**src/rtl/orpheus_pkg.sv**
```systemverilog
// ---------------------------------------------------------------------------
// orpheus_pkg
// Types shared between the sine-time sequencer and the sine source.
//   sample_t         : signed 32-bit sample/time quantity
//   sinetime_state_t : sequencer FSM states
//   clamp_period()   : raises a requested period to the legal minimum
// ---------------------------------------------------------------------------
package orpheus_pkg;

    typedef logic signed [31:0] sample_t;

    typedef enum logic [1:0] {
        StIdle = 2'd0,
        StRun  = 2'd1,
        StStop = 2'd2
    } sinetime_state_t;

    function automatic sample_t clamp_period(input sample_t p, input sample_t min_p);
        return (p < min_p) ? min_p : p;
    endfunction

endpackage

```
**src/rtl/mod_tickdiv.sv**
```systemverilog
// ---------------------------------------------------------------------------
// mod_tickdiv
// Free-running divider producing one sample tick every CLK_DIV clocks.
// The counter runs 0..CLK_DIV-1 and wraps; o_tick is high while it sits at
// CLK_DIV-1.
//   i_clk  : clock, rising edge
//   i_rst  : asynchronous active-high reset (counter to 0)
//   o_tick : one-cycle tick strobe
// ---------------------------------------------------------------------------
module mod_tickdiv #(
    parameter int unsigned CLK_DIV = 1024
) (
    input  logic i_clk,
    input  logic i_rst,
    output logic o_tick
);

    localparam int unsigned W = (CLK_DIV > 1) ? $clog2(CLK_DIV) : 1;
    localparam logic [W-1:0] L_LAST = W'(CLK_DIV - 1);

    logic [W-1:0] r_cnt;
    logic         w_last;

    assign w_last = (r_cnt == L_LAST);
    assign o_tick = w_last;

    always_ff @(posedge i_clk or posedge i_rst) begin
        if (i_rst) begin
            r_cnt <= '0;
        end else if (w_last) begin
            r_cnt <= '0;
        end else begin
            r_cnt <= r_cnt + 1'b1;
        end
    end

endmodule

```
**src/rtl/mod_sinetime.sv**
```systemverilog
// ---------------------------------------------------------------------------
// mod_sinetime
// Generates the time index and period for a downstream sine source. A note
// gate starts/stops the waveform; stopping is deferred to the end of the
// current period so the output never cuts mid-cycle. A one-deep pending slot
// accepts new periods, which take effect only at a period boundary (or at
// the next tick when idle).
//   i_clk, i_rst         : clock, asynchronous active-high reset
//   i_period/_valid      : requested period (samples), offered by handshake
//   o_period_ready       : pending slot empty
//   i_gate               : note on/off
//   o_time, o_period     : registered sample index and active period
//   o_sample_valid       : one-cycle pulse per new o_time/o_period pair
//   o_active             : FSM in RUN or STOP
// ---------------------------------------------------------------------------
module mod_sinetime
    import orpheus_pkg::*;
#(
    parameter int unsigned CLK_DIV    = 1024,
    parameter int          MIN_PERIOD = 2
) (
    input  logic               i_clk,
    input  logic               i_rst,
    input  logic signed [31:0] i_period,
    input  logic               i_period_valid,
    output logic               o_period_ready,
    input  logic               i_gate,
    output logic signed [31:0] o_time,
    output logic signed [31:0] o_period,
    output logic               o_sample_valid,
    output logic               o_active
);

    localparam sample_t L_MIN_PERIOD = sample_t'(MIN_PERIOD);

    sinetime_state_t r_state;
    sample_t         r_time;
    sample_t         r_period;
    sample_t         r_pend;
    logic            r_pend_full;
    logic            r_sample_valid;
    logic            r_active;

    logic            w_tick;
    logic            w_accept;
    logic            w_last;

    mod_tickdiv #(
        .CLK_DIV (CLK_DIV)
    ) u_tickdiv (
        .i_clk  (i_clk),
        .i_rst  (i_rst),
        .o_tick (w_tick)
    );

    assign w_accept = i_period_valid && !r_pend_full;
    // ">=" rather than "==" also folds an out-of-range time back to 0.
    assign w_last   = (r_time >= (r_period - 32'sd1));

    always_ff @(posedge i_clk or posedge i_rst) begin
        if (i_rst) begin
            r_state        <= StIdle;
            r_time         <= '0;
            r_period       <= L_MIN_PERIOD;
            r_pend         <= L_MIN_PERIOD;
            r_pend_full    <= 1'b0;
            r_sample_valid <= 1'b0;
            r_active       <= 1'b0;
        end else begin
            r_sample_valid <= w_tick;

            // Accept needs an empty slot and consume needs a full one, so the
            // two never coincide; a period taken on a wrap-tick waits a cycle.
            if (w_accept) begin
                r_pend      <= clamp_period(i_period, L_MIN_PERIOD);
                r_pend_full <= 1'b1;
            end

            if (w_tick) begin
                unique case (r_state)
                    StIdle: begin
                        r_time <= '0;
                        if (r_pend_full) begin
                            r_period    <= r_pend;
                            r_pend_full <= 1'b0;
                        end
                        if (i_gate) begin
                            r_state  <= StRun;
                            r_active <= 1'b1;
                        end else begin
                            r_active <= 1'b0;
                        end
                    end
                    StRun, StStop: begin
                        if (w_last) begin
                            r_time <= '0;
                            if (r_pend_full) begin
                                r_period    <= r_pend;
                                r_pend_full <= 1'b0;
                            end
                        end else begin
                            r_time <= r_time + 32'sd1;
                        end
                        if (i_gate) begin
                            r_state  <= StRun;
                            r_active <= 1'b1;
                        end else if ((r_state == StStop) && w_last) begin
                            r_state  <= StIdle;
                            r_active <= 1'b0;
                        end else begin
                            r_state  <= StStop;
                            r_active <= 1'b1;
                        end
                    end
                    default: begin
                        r_state  <= StIdle;
                        r_time   <= '0;
                        r_active <= 1'b0;
                    end
                endcase
            end
        end
    end

    assign o_period_ready = !r_pend_full;
    assign o_time         = r_time;
    assign o_period       = r_period;
    assign o_sample_valid = r_sample_valid;
    assign o_active       = r_active;

endmodule
```
**config.mk**
```make
export PLATFORM = sky130hd
export DESIGN_NAME = mod_sinetime
export DESIGN_NICKNAME = d
export VERILOG_FILES = /design/src/rtl/orpheus_pkg.sv /design/src/rtl/mod_tickdiv.sv /design/src/rtl/mod_sinetime.sv
export SDC_FILE = /design/constraint.sdc
export NUM_CORES = 1
export LEC_CHECK = 0
export ABC_AREA = 1
export BUFFER_PORTS_ARGS = -buffer_cell sky130_fd_sc_hd__buf_2
export CAP_MARGIN = 5
export CORE_MARGIN = 5
export CORE_UTILIZATION = 32
export DETAILED_ROUTE_END_ITERATION = 12
export GPL_ROUTABILITY_DRIVEN = 0
export SYNTH_ARGS = -nofsm -noshare
export SYNTH_HDL_FRONTEND = slang
export SYNTH_SLANG_ARGS = --single-unit
```
**constraint.sdc**
```tcl
create_clock -name i_clk -period 4.4 [get_ports i_clk]
set_input_delay 0.88 -clock i_clk [delete_from_list [all_inputs] [get_ports i_clk]]
set_output_delay 0.88 -clock i_clk [all_outputs]
set_load 0.05 [all_outputs]
```
Word-level counts from Yosys, hierarchy flattened
Index checks and enable logic that the tools add are counted.

Output and inout port bits: 67. Register bits: 111. Word-level logic and storage cells: 46.

$lt $le $gt $ge: 2. Multiplexer cells: 20. Add/subtract/negate cells: 3. Reductions and logical operators: 8. Equality and inequality tests: 5.

Operators by type and width (count): $mux 32 (5); $pmux 32 s2 (1); $add 32x2->32 const B (1); $ge 32x32->1 (1); $lt 32x3->1 const B (1); $sub 32x2->32 const B (1); $add 10x1->10 const B (1); $eq 10x10->1 const B (1); $mux 10 (1); $mux 1 (7); $mux 2 (3); $ne 2x2->1 const B (2); $pmux 1 s2 (2); $pmux 2 s2 (1); $reduce_and 3->1 (1); $eq 2x1->1 const B (1); $eq 2x2->1 const B (1); $logic_and 1x1->1 (2); $logic_not 2->1 (1); $reduce_and 2->1 (1); $reduce_bool 2->1 (1); $reduce_or 2->1 (1); $logic_not 1->1 (1).

Longest topological paths before layout
Depth after elaboration: 7. Gate-level depth with buffers: 26. Gate-level depth less buffers: 26.

Hierarchy
From an unflattened synthesis, not the netlist that was laid out.

Cell total of the unflattened synthesis: 841. Area, all modules: 6708.9 um^2.

Modules (own cells, without submodules): mod_sinetime (times used 1, cells each 782, area each 6172.2 um^2); mod_tickdiv (times used 1, cells each 59, area each 536.8 um^2).

Worst setup path after synthesis
Ideal clock, no wire load.

Path type: reg2reg. From: reg r_period[0] (netlist: o_period[0]). To: reg r_period[0] (netlist: o_period[0]). Setup time: 0.113 ns. Clock period less this slack: 3.753 ns. Arrival: 3.639 ns. Path buffers: 1. Cell stages (with the launch flop): 23. Path slack: 0.647 ns. Cell sequence: dfrtp_1 > inv_1 > ha_1 > nand4_1 > nor2_1 > nand2_1 > or2_2 > nor3_1 > nand4_1 > xor2_1 > ha_1 > nand2_1 > nor2_1 > nand2_1 > nor4_2 > nand2_1 > nand3_1 > nand4_2 > nand2_1 > buf_2 > nand2_1 > nand2_1 > inv_1.

Longest elaborated chain between the ends: 4. Elaborated cells on any way between the ends: 7. Those cells by class: 1 x add/sub; 1 x order compare; 1 x eq/ne; 3 x mux; 1 x reduce/logical.

Ends and longest elaborated chain: start: declaration (line mod_sinetime.sv:38) `sample_t r_period;`; start signal: assignment (line mod_sinetime.sv:84) `r_period <= r_pend;`; start signal: assignment (line mod_sinetime.sv:98) `r_period <= r_pend;`; $sub 32x2->32 (line mod_sinetime.sv:58) `assign w_last = (r_time >= (r_period - 32'sd1));`; $ge 32x32->1 (line mod_sinetime.sv:58); $ne 2x2->1 (no line); $reduce_and 3->1 (no line).

Parallel ways exist; a longest one is shown, timed or not. The select of a mux whose other input is x is not followed. A chain may end at the register's enable or synchronous reset.

Final worst setup path
From: reg r_period[2] (netlist: o_period[2]). To: reg r_period[15] (netlist: o_period[15]).

Longest elaborated chain between the ends: 4.

Ends and longest elaborated chain (line): $sub 32x2->32 (mod_sinetime.sv:58); $ge 32x32->1 (mod_sinetime.sv:58); $ne 2x2->1 (no line); $reduce_and 3->1 (no line).

Every way passes these cells.

==> metrics.yaml <==
logic_synthesis:
  async_reset_ff_share_pct: 100
  netlist-cell-type-count: 36
  syn_inst: 854
  synthFlopType: "dfrtp_1"
  yosys_warnings: 0
  synth_top_cell_by_area: "dfrtp_1"
  synth-seq-area-share_pct: 41.8
  synth_edf_count: 0
  synth_area_um2: 6650
  netlist_top_cells_area: "dfrtp_1 (41%), nand2_1 (9.7%), inv_1 (7.6%)"
  synth_top_area_share_pct: 41.0
  ys_ff_latch: 111
  synth_fp_nets: 929
  avgSynthCellArea_um2: 7.79
power_and_ir_drop:
  power_mw: 2.17
  p_leak_nw: 4.46
  power_density_nw_per_um2: 277
  vdd_drop_max_mv: 0.176
floorplan:
  rows: 52
  die_w_um: 154
  core_area_um2: 20400
  die_height_um: 154
  io-pin-count: 103
  start_util_pct: 32.7
  fp.dieArea_um2: 23800
timing:
  fin_crit_sh_pct: 89.6
  rsz0062_at_grt: "false"
  hold_viol_final: 0
  fmax_ghz: 0.254
  fin_crit_ns: 3.94
  skew_ns: 0.00910
  setup_violations: 0
  tightest_slew_ns: 1.14
  report.final.slew_viol_count: 0
  relSlewSlack_pct: 23.9
  finalSetupTns_ns: 0
cts:
  cts_tree: "done"
  root_buffer: "clkbuf_16"
  htree_levels: 3
  path_clk_slew_ns: 0.07
  cts_buffers: 9
  cts_buffer_depth: 2
  postCtsSetupBuffers: 0
  hold_buffers: 0
  cts_resized: 0
  clk_latency_ns: 0.36
  cts_sinks: 111
min_path:
  hold_depth: 1
  min_path_type: "flip-flop to flip-flop"
final_layout:
  fin_nets: 1024
  fill_cells: 2125
  drive_gt1_share_pct: 16.5
  utilization_pct: 38.5
  n_antenna_cell: 0
  area_delta_synth_final_pct: 17.9
worst_setup_path:
  start_kind: "flip-flop"
  required_ns: 4.66
  cp_max_fo: 32
  crit_path_end_kind: "flip-flop"
  worstRegToRegCells: 25
  arrival_ns: 4.20
  path_class: "flip-flop to flip-flop"
detailed_routing:
  wl_per_cell_um: 13.8
  first_iter_violations: 249
  drc: 0
  drt-total-wl_um: 16800
  drt-pass1-iter-count: 9
  vias_per_cell: 4.50
  ant_nets: 0
  vias: 5508
global_routing:
  grt_max_degree: 68
  grt_antenna_before_repair: 0
  grt_pass1_vias: 5327
  globalRoute.totalOverflow: 0
  grt_pass1_wl_um: 27500
  grtUsageTotal_pct: 14.3
placed_design:
  dpl.hpwl_um: 13100
  io_buffers: 102
run:
  drv_cap: 0
run_status:
  status: "finished clean"
-- cells in the mapped netlist, types with 5 or more instances --
library cell  number
xor2_1            49
nor4_1             9
nor2_1            85
o21ai_0           42
dfrtp_1          109
nor3_1            15
nand4_1           12
a21oi_1           20
inv_1            135
clkbuf_1          14
ha_1              39
xnor2_1            7
nand2_1          172
nand3_1           86
buf_2             10
inv_2              6
nor2_2             5
-- flip-flops by register name, summed over array words and instances (netlist names) --
signal,cells
o_period,32
u_tickdiv.r_cnt,10
o_sample_valid,1
r_pend_full,1
r_state,2
o_active,1
o_time,32
r_pend,32
-- per-layer routing --
metal  GRT usage [%]  vias up  wire length [um]  share of wire, %
met2            22.8       99              7730                46
met5               0        -                 0                 0
met3            3.19       13               724               4.3
li1                -     2901                 -                 -
met1            19.9     2495              8190                49
met4            3.28        0               193               1.1
-- critical path: stages (launching register included) --
cell	delay, ns
dfrtp_1	0.44
inv_2	0.08
nand2_1	0.04
nor2_1	0.17
nand3_2	0.14
nor3_4	0.20
nand3_2	0.14
nor2_2	0.19
nand2_2	0.11
nor2_2	0.17
nand2_2	0.09
nor2_1	0.16
xor2_1	0.09
ha_1	0.34
nand2_1	0.09
nor2_1	0.14
nand2_1	0.10
nor4_2	0.19
nand2_1	0.12
nand2_1	0.07
nand2_1	0.07
nand4_2	0.11
buf_4	0.32
nand3_1	0.13
nand2_1	0.09
inv_1	0.04
-- cells in the final DEF (no fill, tap or decap), drive strengths merged, types with 2 or more instances in the layout --
cell type  instances
nand3             89
or2                2
dfstp              2
bufinv             4
nand4             13
dfrtp            109
o21ai             45
clkbuf             9
a21oi             20
inv              143
and3               2
nand3b             5
nand2            175
buf              108
nor2              91
ha                39
nor4              10
xnor2              7
o21a               2
nor3              21
xor2              49
o22ai              4
-- final cells by class --
class	count	area, um^2	share of cell area (%)
multi-input cells	578	3250	41.5
flip-flops and latches	111	2780	35.4
repair buffers	108	559	7.13
inverters	141	534	6.81
well taps	270	338	4.31
clock buffers	9	225	2.87
clock inverters	7	154	1.96
-- power by group --
part,total [mW],switching [mW],internal (mW),leakage [nW]
clock,1.02,0.395,0.623,0.183
combinational,0.0918,0.0642,0.0276,2.80
sequential,1.06,0.00764,1.05,1.48
-- metrics by stage --
step | hold slack [ns] | std cells | cell area, um^2 | worst slack [ns]
2_1_floorplan | 0.460 | 854 | 6650 | 0.593
3_3_place_gp | 0.478 | 1208 | 7450 | 0.354
3_5_place_dp | 0.481 | 1208 | 7450 | 0.308
4_1_cts | 0.500 | 1224 | 7830 | 0.289
5_1_grt | 0.530 | 1224 | 7850 | 0.0211
6_report | 0.498 | 1224 | 7850 | 0.459
-- path summary, 6_finish.rpt --
path,start,to,slack [ns]
worst max-delay path,o_period[2],o_period[15],0.46
worst min-delay path,u_tickdiv.r_cnt[4],u_tickdiv.r_cnt[4],0.50
worst max register to register,o_period[2],o_period[15],0.46
worst min register to register,u_tickdiv.r_cnt[4],u_tickdiv.r_cnt[4],0.50
max in group asynchronous,i_rst,o_time[27],2.84
min in group asynchronous,i_rst,r_pend[0],0.67
-- kinds of logic after synthesis --
logic type                 after synthesis  synth area share (%)
and+or+nand+nor                        409                  28.2
buffers and inverters                  165                  9.50
DFF                                    111                  41.8
AOI/OAI and AO/OA                       74                  5.85
xor gates and xnor gates                56                  7.37
adders and majority gates               39                  7.33
Power figures use the tool's default switching activity.
